<file path="src/rtl/seg7_scan_driver.sv">
// Three-digit multiplexed 7-segment driver for a packed BCD word with frame-aligned
// tear-free updates, leading-zero blanking and dash display for non-decimal nibbles.
module seg7_scan_driver #(
   parameter int unsigned SCAN_DIV       = 50000,
   parameter bit          SEG_ACTIVE_LOW = 1'b1,
   parameter bit          AN_ACTIVE_LOW  = 1'b1
) (
   input  logic        clk,
   input  logic        rst_n,
   input  logic [11:0] bcd,
   input  logic        bcd_load,
   input  logic        blank_lz,
   input  logic        enable,
   output logic [6:0]  seg,
   output logic [2:0]  an,
   output logic        load_ack
);

   localparam int unsigned  CW       = $clog2(SCAN_DIV);
   localparam logic [CW-1:0] CNT_LAST = CW'(SCAN_DIV - 1);
   localparam logic [6:0]   SEG_OFF  = SEG_ACTIVE_LOW ? 7'h7F : 7'h00;
   localparam logic [2:0]   AN_OFF   = AN_ACTIVE_LOW ? 3'b111 : 3'b000;

   typedef enum logic [1:0] {
      DIG_ONES     = 2'd0,
      DIG_TENS     = 2'd1,
      DIG_HUNDREDS = 2'd2
   } digit_t;

   digit_t        state;
   digit_t        state_next;
   logic [CW-1:0] cnt;
   logic          wrap;
   logic          frame_end;
   logic          commit;
   logic [11:0]   disp;
   logic [11:0]   pend_val;
   logic          pend;
   logic [3:0]    nib;
   logic          blank;
   logic [2:0]    an_onehot;
   logic [6:0]    code;
   logic [6:0]    seg_next;
   logic [2:0]    an_next;

   assign wrap      = (cnt == CNT_LAST);
   assign frame_end = wrap && (state == DIG_HUNDREDS);
   assign commit    = frame_end && (pend || bcd_load);

   always_ff @(posedge clk or negedge rst_n) begin
      if (!rst_n) begin
         cnt <= '0;
      end else if (wrap) begin
         cnt <= '0;
      end else begin
         cnt <= cnt + 1'b1;
      end
   end

   always_ff @(posedge clk or negedge rst_n) begin
      if (!rst_n) begin
         state <= DIG_ONES;
      end else begin
         state <= state_next;
      end
   end

   always_comb begin
      state_next = state;
      if (wrap) begin
         case (state)
            DIG_ONES: state_next = DIG_TENS;
            DIG_TENS: state_next = DIG_HUNDREDS;
            default:  state_next = DIG_ONES;
         endcase
      end
   end

   // Same-cycle load at the frame boundary bypasses the pending register so it wins.
   always_ff @(posedge clk or negedge rst_n) begin
      if (!rst_n) begin
         disp     <= '0;
         pend_val <= '0;
         pend     <= 1'b0;
         load_ack <= 1'b0;
      end else begin
         load_ack <= commit;
         if (commit) begin
            disp     <= bcd_load ? bcd : pend_val;
            pend_val <= bcd_load ? bcd : pend_val;
            pend     <= 1'b0;
         end else if (bcd_load) begin
            pend_val <= bcd;
            pend     <= 1'b1;
         end
      end
   end

   always_comb begin
      nib       = disp[3:0];
      blank     = 1'b0;
      an_onehot = 3'b001;
      case (state)
         DIG_ONES: begin
            nib       = disp[3:0];
            an_onehot = 3'b001;
         end
         DIG_TENS: begin
            nib       = disp[7:4];
            blank     = blank_lz && (disp[11:8] == 4'd0) && (disp[7:4] == 4'd0);
            an_onehot = 3'b010;
         end
         default: begin
            nib       = disp[11:8];
            blank     = blank_lz && (disp[11:8] == 4'd0);
            an_onehot = 3'b100;
         end
      endcase

      case (nib)
         4'd0:    code = 7'h3F;
         4'd1:    code = 7'h06;
         4'd2:    code = 7'h5B;
         4'd3:    code = 7'h4F;
         4'd4:    code = 7'h66;
         4'd5:    code = 7'h6D;
         4'd6:    code = 7'h7D;
         4'd7:    code = 7'h07;
         4'd8:    code = 7'h7F;
         4'd9:    code = 7'h6F;
         default: code = 7'h40;
      endcase

      if (!enable || blank) begin
         seg_next = SEG_OFF;
         an_next  = AN_OFF;
      end else begin
         seg_next = SEG_ACTIVE_LOW ? ~code : code;
         an_next  = AN_ACTIVE_LOW ? ~an_onehot : an_onehot;
      end
   end

   always_ff @(posedge clk or negedge rst_n) begin
      if (!rst_n) begin
         seg <= SEG_OFF;
         an  <= AN_OFF;
      end else begin
         seg <= seg_next;
         an  <= an_next;
      end
   end

endmodule
</file>
<file path="config.mk">
export PLATFORM = sky130hd
export DESIGN_NAME = seg7_scan_driver
export DESIGN_NICKNAME = d
export VERILOG_FILES = /design/src/rtl/seg7_scan_driver.sv
export SDC_FILE = /design/constraint.sdc
export NUM_CORES = 1
export LEC_CHECK = 0
export BUFFER_PORTS_ARGS = -buffer_cell sky130_fd_sc_hd__buf_2
export CORE_MARGIN = 2
export CORE_UTILIZATION = 30
export CTS_CLUSTER_DIAMETER = 100
export CTS_CLUSTER_SIZE = 20
export DETAILED_ROUTE_END_ITERATION = 16
export SYNTH_ARGS = -nofsm -noshare
export SYNTH_HDL_FRONTEND = slang
export SYNTH_SLANG_ARGS = --single-unit
export TNS_END_PERCENT = 100
</file>
<file path="constraint.sdc">
create_clock -name clk -period 3.81 [get_ports clk]
set_input_delay 0.1905 -clock clk [delete_from_list [all_inputs] [get_ports clk]]
set_output_delay 0.1905 -clock clk [all_outputs]
set_load 0.005 [all_outputs]
</file>
==> Word level (Yosys, flattened, before mapping) <==
Memories as Yosys holds them, arrays and structs flattened.
Index checks and enable logic that the tools add are counted.
{ "op_classes": {"addsub": 1, "n_mux": 10, "n_eq_ne": 3, "n_bitwise": 2, "reduce_logical": 11} }
{ "op_table": {"columns": ["operator", "count"], "rows": [
  ["$add A16 B1 Y16 const B", 1],
  ["$eq A16 B16 Y1 const B", 1],
  ["$mux W16", 1],
  ["$mux W12", 1],
  ["$logic_not A4 Y1", 2],
  ["$pmux W4 S2", 1],
  ["$mux W7", 1],
  ["$not A7 Y7", 1],
  ["$pmux W3 S2", 1],
  ["$logic_and A1 B1 Y1", 4],
  ["$pmux W2 S2", 1],
  ["$mux W3", 1],
  ["$not A3 Y3", 1],
  ["$eq A2 B1 Y1 const B", 1],
  ["$eq A2 B2 Y1 const B", 1],
  ["$logic_not A2 Y1", 1],
  ["$logic_or A1 B1 Y1", 2],
  ["$mux W1", 2],
  ["$pmux W1 S2", 1],
  ["$reduce_bool A2 Y1", 1],
  ["$logic_not A1 Y1", 1]
]} }
{ "totals": {"n_memories": 1, "input_bits": 17, "elab_cells": 36, "romBits": 112, "ff_bits": 54, "output_inout_bits": 11} }
{ "mem_list": {"columns": ["memory", "words", "width", "rd", "rd_clocked_by_memory_dff", "wr", "line_no", "rtl"], "rows": [
  ["(no name shown)", 16, 7, 1, 0, 0, "120", "case (nib)"]
]} }

==> Logic depth before layout (Yosys ltp) <==
{ "depth": {"word_depth": 6, "mapped_depth": 9, "mapped_depth_nobuf": 8} }

==> Worst setup path before layout <==
Ideal clock, no wire load.
{ "synth_timing": {"path_kind": "reg2reg", "startpoint": "reg cnt[0]", "endpoint": "reg disp[0]", "period_less_slack_ps": 1955, "setup_ps": 125, "setup_slack_ps": 1855, "stages_incl_launch_ff": 9, "path_buffers": 3, "required_time_ps": 3685, "arrival_time_ps": 1830, "path_cell_list": "dfrtp_1 -> ha_1 -> and3_1 -> buf_2 -> nand4_1 -> or3b_1 -> buf_6 -> buf_12 -> mux2_4"} }
{ "synth_between": {"elab_chain_cells": 3} }
{ "synth_lines": {"columns": ["element", "line_no", "rtl"], "rows": [
  ["from (decl)", "32", "logic [CW-1:0] cnt;"],
  ["from (signal assigned)", "56", "cnt <= cnt + 1'b1;"],
  ["$eq A16 B16 Y1", "46", "assign wrap = (cnt == CNT_LAST);"],
  ["$logic_and A1 B1 Y1", "47", "assign frame_end = wrap && (state == DIG_HUNDREDS);"],
  ["$logic_and A1 B1 Y1", "48", "assign commit = frame_end && (pend || bcd_load);"],
  ["to (signal assigned)", "89", "disp <= bcd_load ? bcd : pend_val;"],
  ["to (decl)", "36", "logic [11:0] disp;"]
]} }
Every way passes these cells.
A chain may end at the register's enable or synchronous reset.

==> Final worst setup path <==
{ "layout_timing": {"startpoint": "reg cnt[0]", "endpoint": "reg disp[11]"} }
The elaborated chain is that of the path after synthesis.

==> impl_results.md <==
* Status: finished clean
* FP Rows at 33
* Seq. cell area at ~1400 sq um
* Setup TNS at 0 ns
* Gr usage total at around a tenth
* Netlist Area Pre-Place at roughly 2500 sq um
* Pin count of the biggest net entering global routing at 47
* Reg2reg end: disp[11]
* Post-CTS Repair Setup Buffers at 0
* Async SR Flop Fraction at between 90% and 100%
* Ant diodes at 0
* Initial Util at 30.69%
* Initial DRC count at 58
* Worst hold start: bcd[1]
* Max-Cap Viols at 0
* Port bufs at 27
* CP Launch Type: flip-flop
* Slew headroom at a little under three fifths
* Syn_nets at 220
* HPWL after DPL at around 3100 microns
* Post-Syn Area per Cell at about 13 sq um
* Area leader, netlist: dfrtp_1
* Fmax achieved at ~0.45 GHz
* Pwr Density at 350.8 nW/um^2
* Initial antenna violation count at 0
* H-tree levels at 2
* Drt pass-1 iters at 4
* Final hold slack at about 0.11 ns
* Critical path endpoint category: flip-flop
* Worst Skew at roughly 0.019 ns
* Gate Count Post-Synth at a little under 200
* Worst Path Required at 4.01 ns
* Comb pwr share at approximately 5%
* Share of cells above drive strength 1 at a little over a third
* DIE HEIGHT at about 95 microns
* Root buffer selected by CTS: clkbuf_8
* Final hold violation count at 0
* Setup slack, reg-to-reg at between 1.5 and 2 ns
* Ys Warns at 0
* ANT nets after route at 0
* Sequential cell area fraction in the yosys report at 54.64%
* Routed WL at between 4000 and 5000 microns
* Synth top area share at roughly 44%
* Number of global-route vias before repair at between 1500 and 2000
* First-pass GRT wire length at around 7400 microns
* Yosys reg bits at 54
* Internal power at roughly 0.00075 W
* Number of CTS-inserted buffers at 5
* R2R depth at 5
* VDD IR-drop max at about 0.13 mV
* Psw at ~0.00023 W
* LEAKAGE at 1.272 nW
* Final setup fails at 0
* Worst slew pin tran at 0.6599 ns
* Area of the multi-input gates at roughly 1000 sq um
* Leading post-synthesis cells by instance count: 44 x dfrtp_1, 18 x mux2_2, 13 x nor2_1
* Drt drc at 0
* Tcrit/Tclk final at slightly below 60%
* Reg power frac at between 60% and 70%
* Endpoint, Worst Hold: pend_val[1]
* Part of the power in the clock network at 34.5%
* Worst-path fanout max at 13
* Post-synth EDFFs at 0
* Core ar. at 8134 sq um
* Max-slew violation count at 0
* Area Overhead vs Synth at 12.63%
* Switch share at approximately a quarter
* Hold WC Path Type: in2reg
* RSZ-0062 raised after global routing: no
* Full die area at 9066 sq um
* Primary FF master, synth: dfrtp_1
* Yosys cell types at 39
* Vias per cell at around 4.6
* Wire per inst at ~13 microns
* Global route overflow at 0
* Cell with the most instances after synthesis: dfrtp_1
* Reg clk slew, reported paths at about 0.11 ns
* Via count at roughly 1500
* CTS tree: yes
* Post-route minimum period at 2.225 ns
* WP data arrival at 2.43 ns
* Placer Congestion at roughly 0.74
* Worst-skew pair later-pin latency at between 0.3 and 0.4 ns
* Hold path cells at 2
* IO Count at 28
* Clock Path Buffers at 2
* Kind of critical path: reg2reg
* Ranking of synthesized cells by area: dfrtp_1 44%, dfstp_2 11%, mux2_2 8.1%
* Crit Reg-Reg Startpoint: cnt[0]
* Die Width at approximately 95 microns
* # nets final at 248
* Clock Sinks at 54
* # fillers at 840
## critical path, cell delays in order (launching register included)
cell and delay [ns]:
dfrtp_1 0.40, ha_1 0.19, and3_1 0.31, nand4_1 0.13
or3b_1 0.69, mux2_4 0.40
## layout by cell type (no fill, tap or decap), types with 5 or more instances in the layout
master / n
ha_1: 6
dfrtp_1: 44
dfstp_2: 10
xnor2_1: 7
nor2_1: 13
o211ai_1: 6
nand2_1: 9
xor2_1: 5
nand3_1: 9
mux2i_1: 5
clkbuf_8: 5
mux2_4: 9
nand4_1: 5
mux2_2: 18
o21ai_0: 8
buf_2: 27
inv_1: 5
## how the worst max path moves through the flow
stage | start | slack [ns] | to | cells past startpoint
2_1_floorplan | cnt[0] | 1.85 | disp[0] | 8
3_5_place_dp | cnt[0] | 1.59 | disp[11] | 5
4_1_cts | cnt[0] | 1.57 | disp[11] | 5
3_3_place_gp | cnt[0] | 1.66 | disp[1] | 5
5_1_grt | cnt[0] | 1.43 | disp[2] | 5
6_report | cnt[0] | 1.59 | disp[11] | 5
## registers in the layout (all words and copies together) (netlist names)
| register | cells |
|---|---|
| an | 3 |
| cnt | 16 |
| disp | 12 |
| load_ack | 1 |
| pend | 1 |
| pend_val | 12 |
| seg | 7 |
| state | 2 |
## power groups by stage
stage          registers [W]  logic (W)  clock network, W
2_1_floorplan       0.000607  0.0000216                 0
3_3_place_gp        0.000606  0.0000510                 0
3_5_place_dp        0.000606  0.0000517                 0
4_1_cts             0.000596  0.0000528          0.000353
5_1_grt             0.000598  0.0000575          0.000381
6_report            0.000596  0.0000501          0.000341
## final cells by class
class                           instances  share of cell area, %
Timing Repair Buffer                   29                  5.429
Clock buffer                            5                  2.448
Sequential cell                        54                  48.51
Tap cell                              105                  4.673
Inverter                                5                 0.6676
Multi-Input combinational cell        130                  37.34
Clock inverter                          3                 0.9346
## kinds of logic (layout without fill, tap and decap cells)
group | Yosys count | count (layout) | share of synthesized area (%)
compound gates | 24 | 24 | 6.065
mux | 32 | 32 | 15.54
xor+xnor | 12 | 12 | 4.210
simple gates | 56 | 56 | 13.23
flops | 54 | 54 | 54.64
buf+inv | 13 | 42 | 3.308
fa+ha+maj | 6 | 6 | 3.007
## metrics by stage
| step | util, % | total power, W | std cells | area, sq um | worst slack, ns |
|---|---|---|---|---|---|
| CTS | 34.56 | 0.001002 | 331 | 2811 | 1.569 |
| finish | 34.56 | 0.0009863 | 331 | 2811 | 1.585 |
| global placement | 33.27 | 0.0006573 | 322 | 2706 | 1.661 |
| floorplan | - | 0.0006282 | 197 | 2496 | 1.855 |
| global route | 34.56 | 0.001036 | 331 | 2811 | 1.428 |
| detailed placement | 33.27 | 0.0006581 | 322 | 2706 | 1.595 |
## timing repair
action                                 CTS  global route
gates resized for setup                  0             0
hold buffers                             1             0
endpoints found under the hold margin    8             0
## per-layer routing
metal	up-vias	wire, microns	global-route usage [%]
met1	747	2163	15.14
met4	0	79	4.348
li1	753	-	-
met2	30	1873	15.49
met3	8	177	2.372
met5	-	0	0
(Power assumes the default switching activity.)
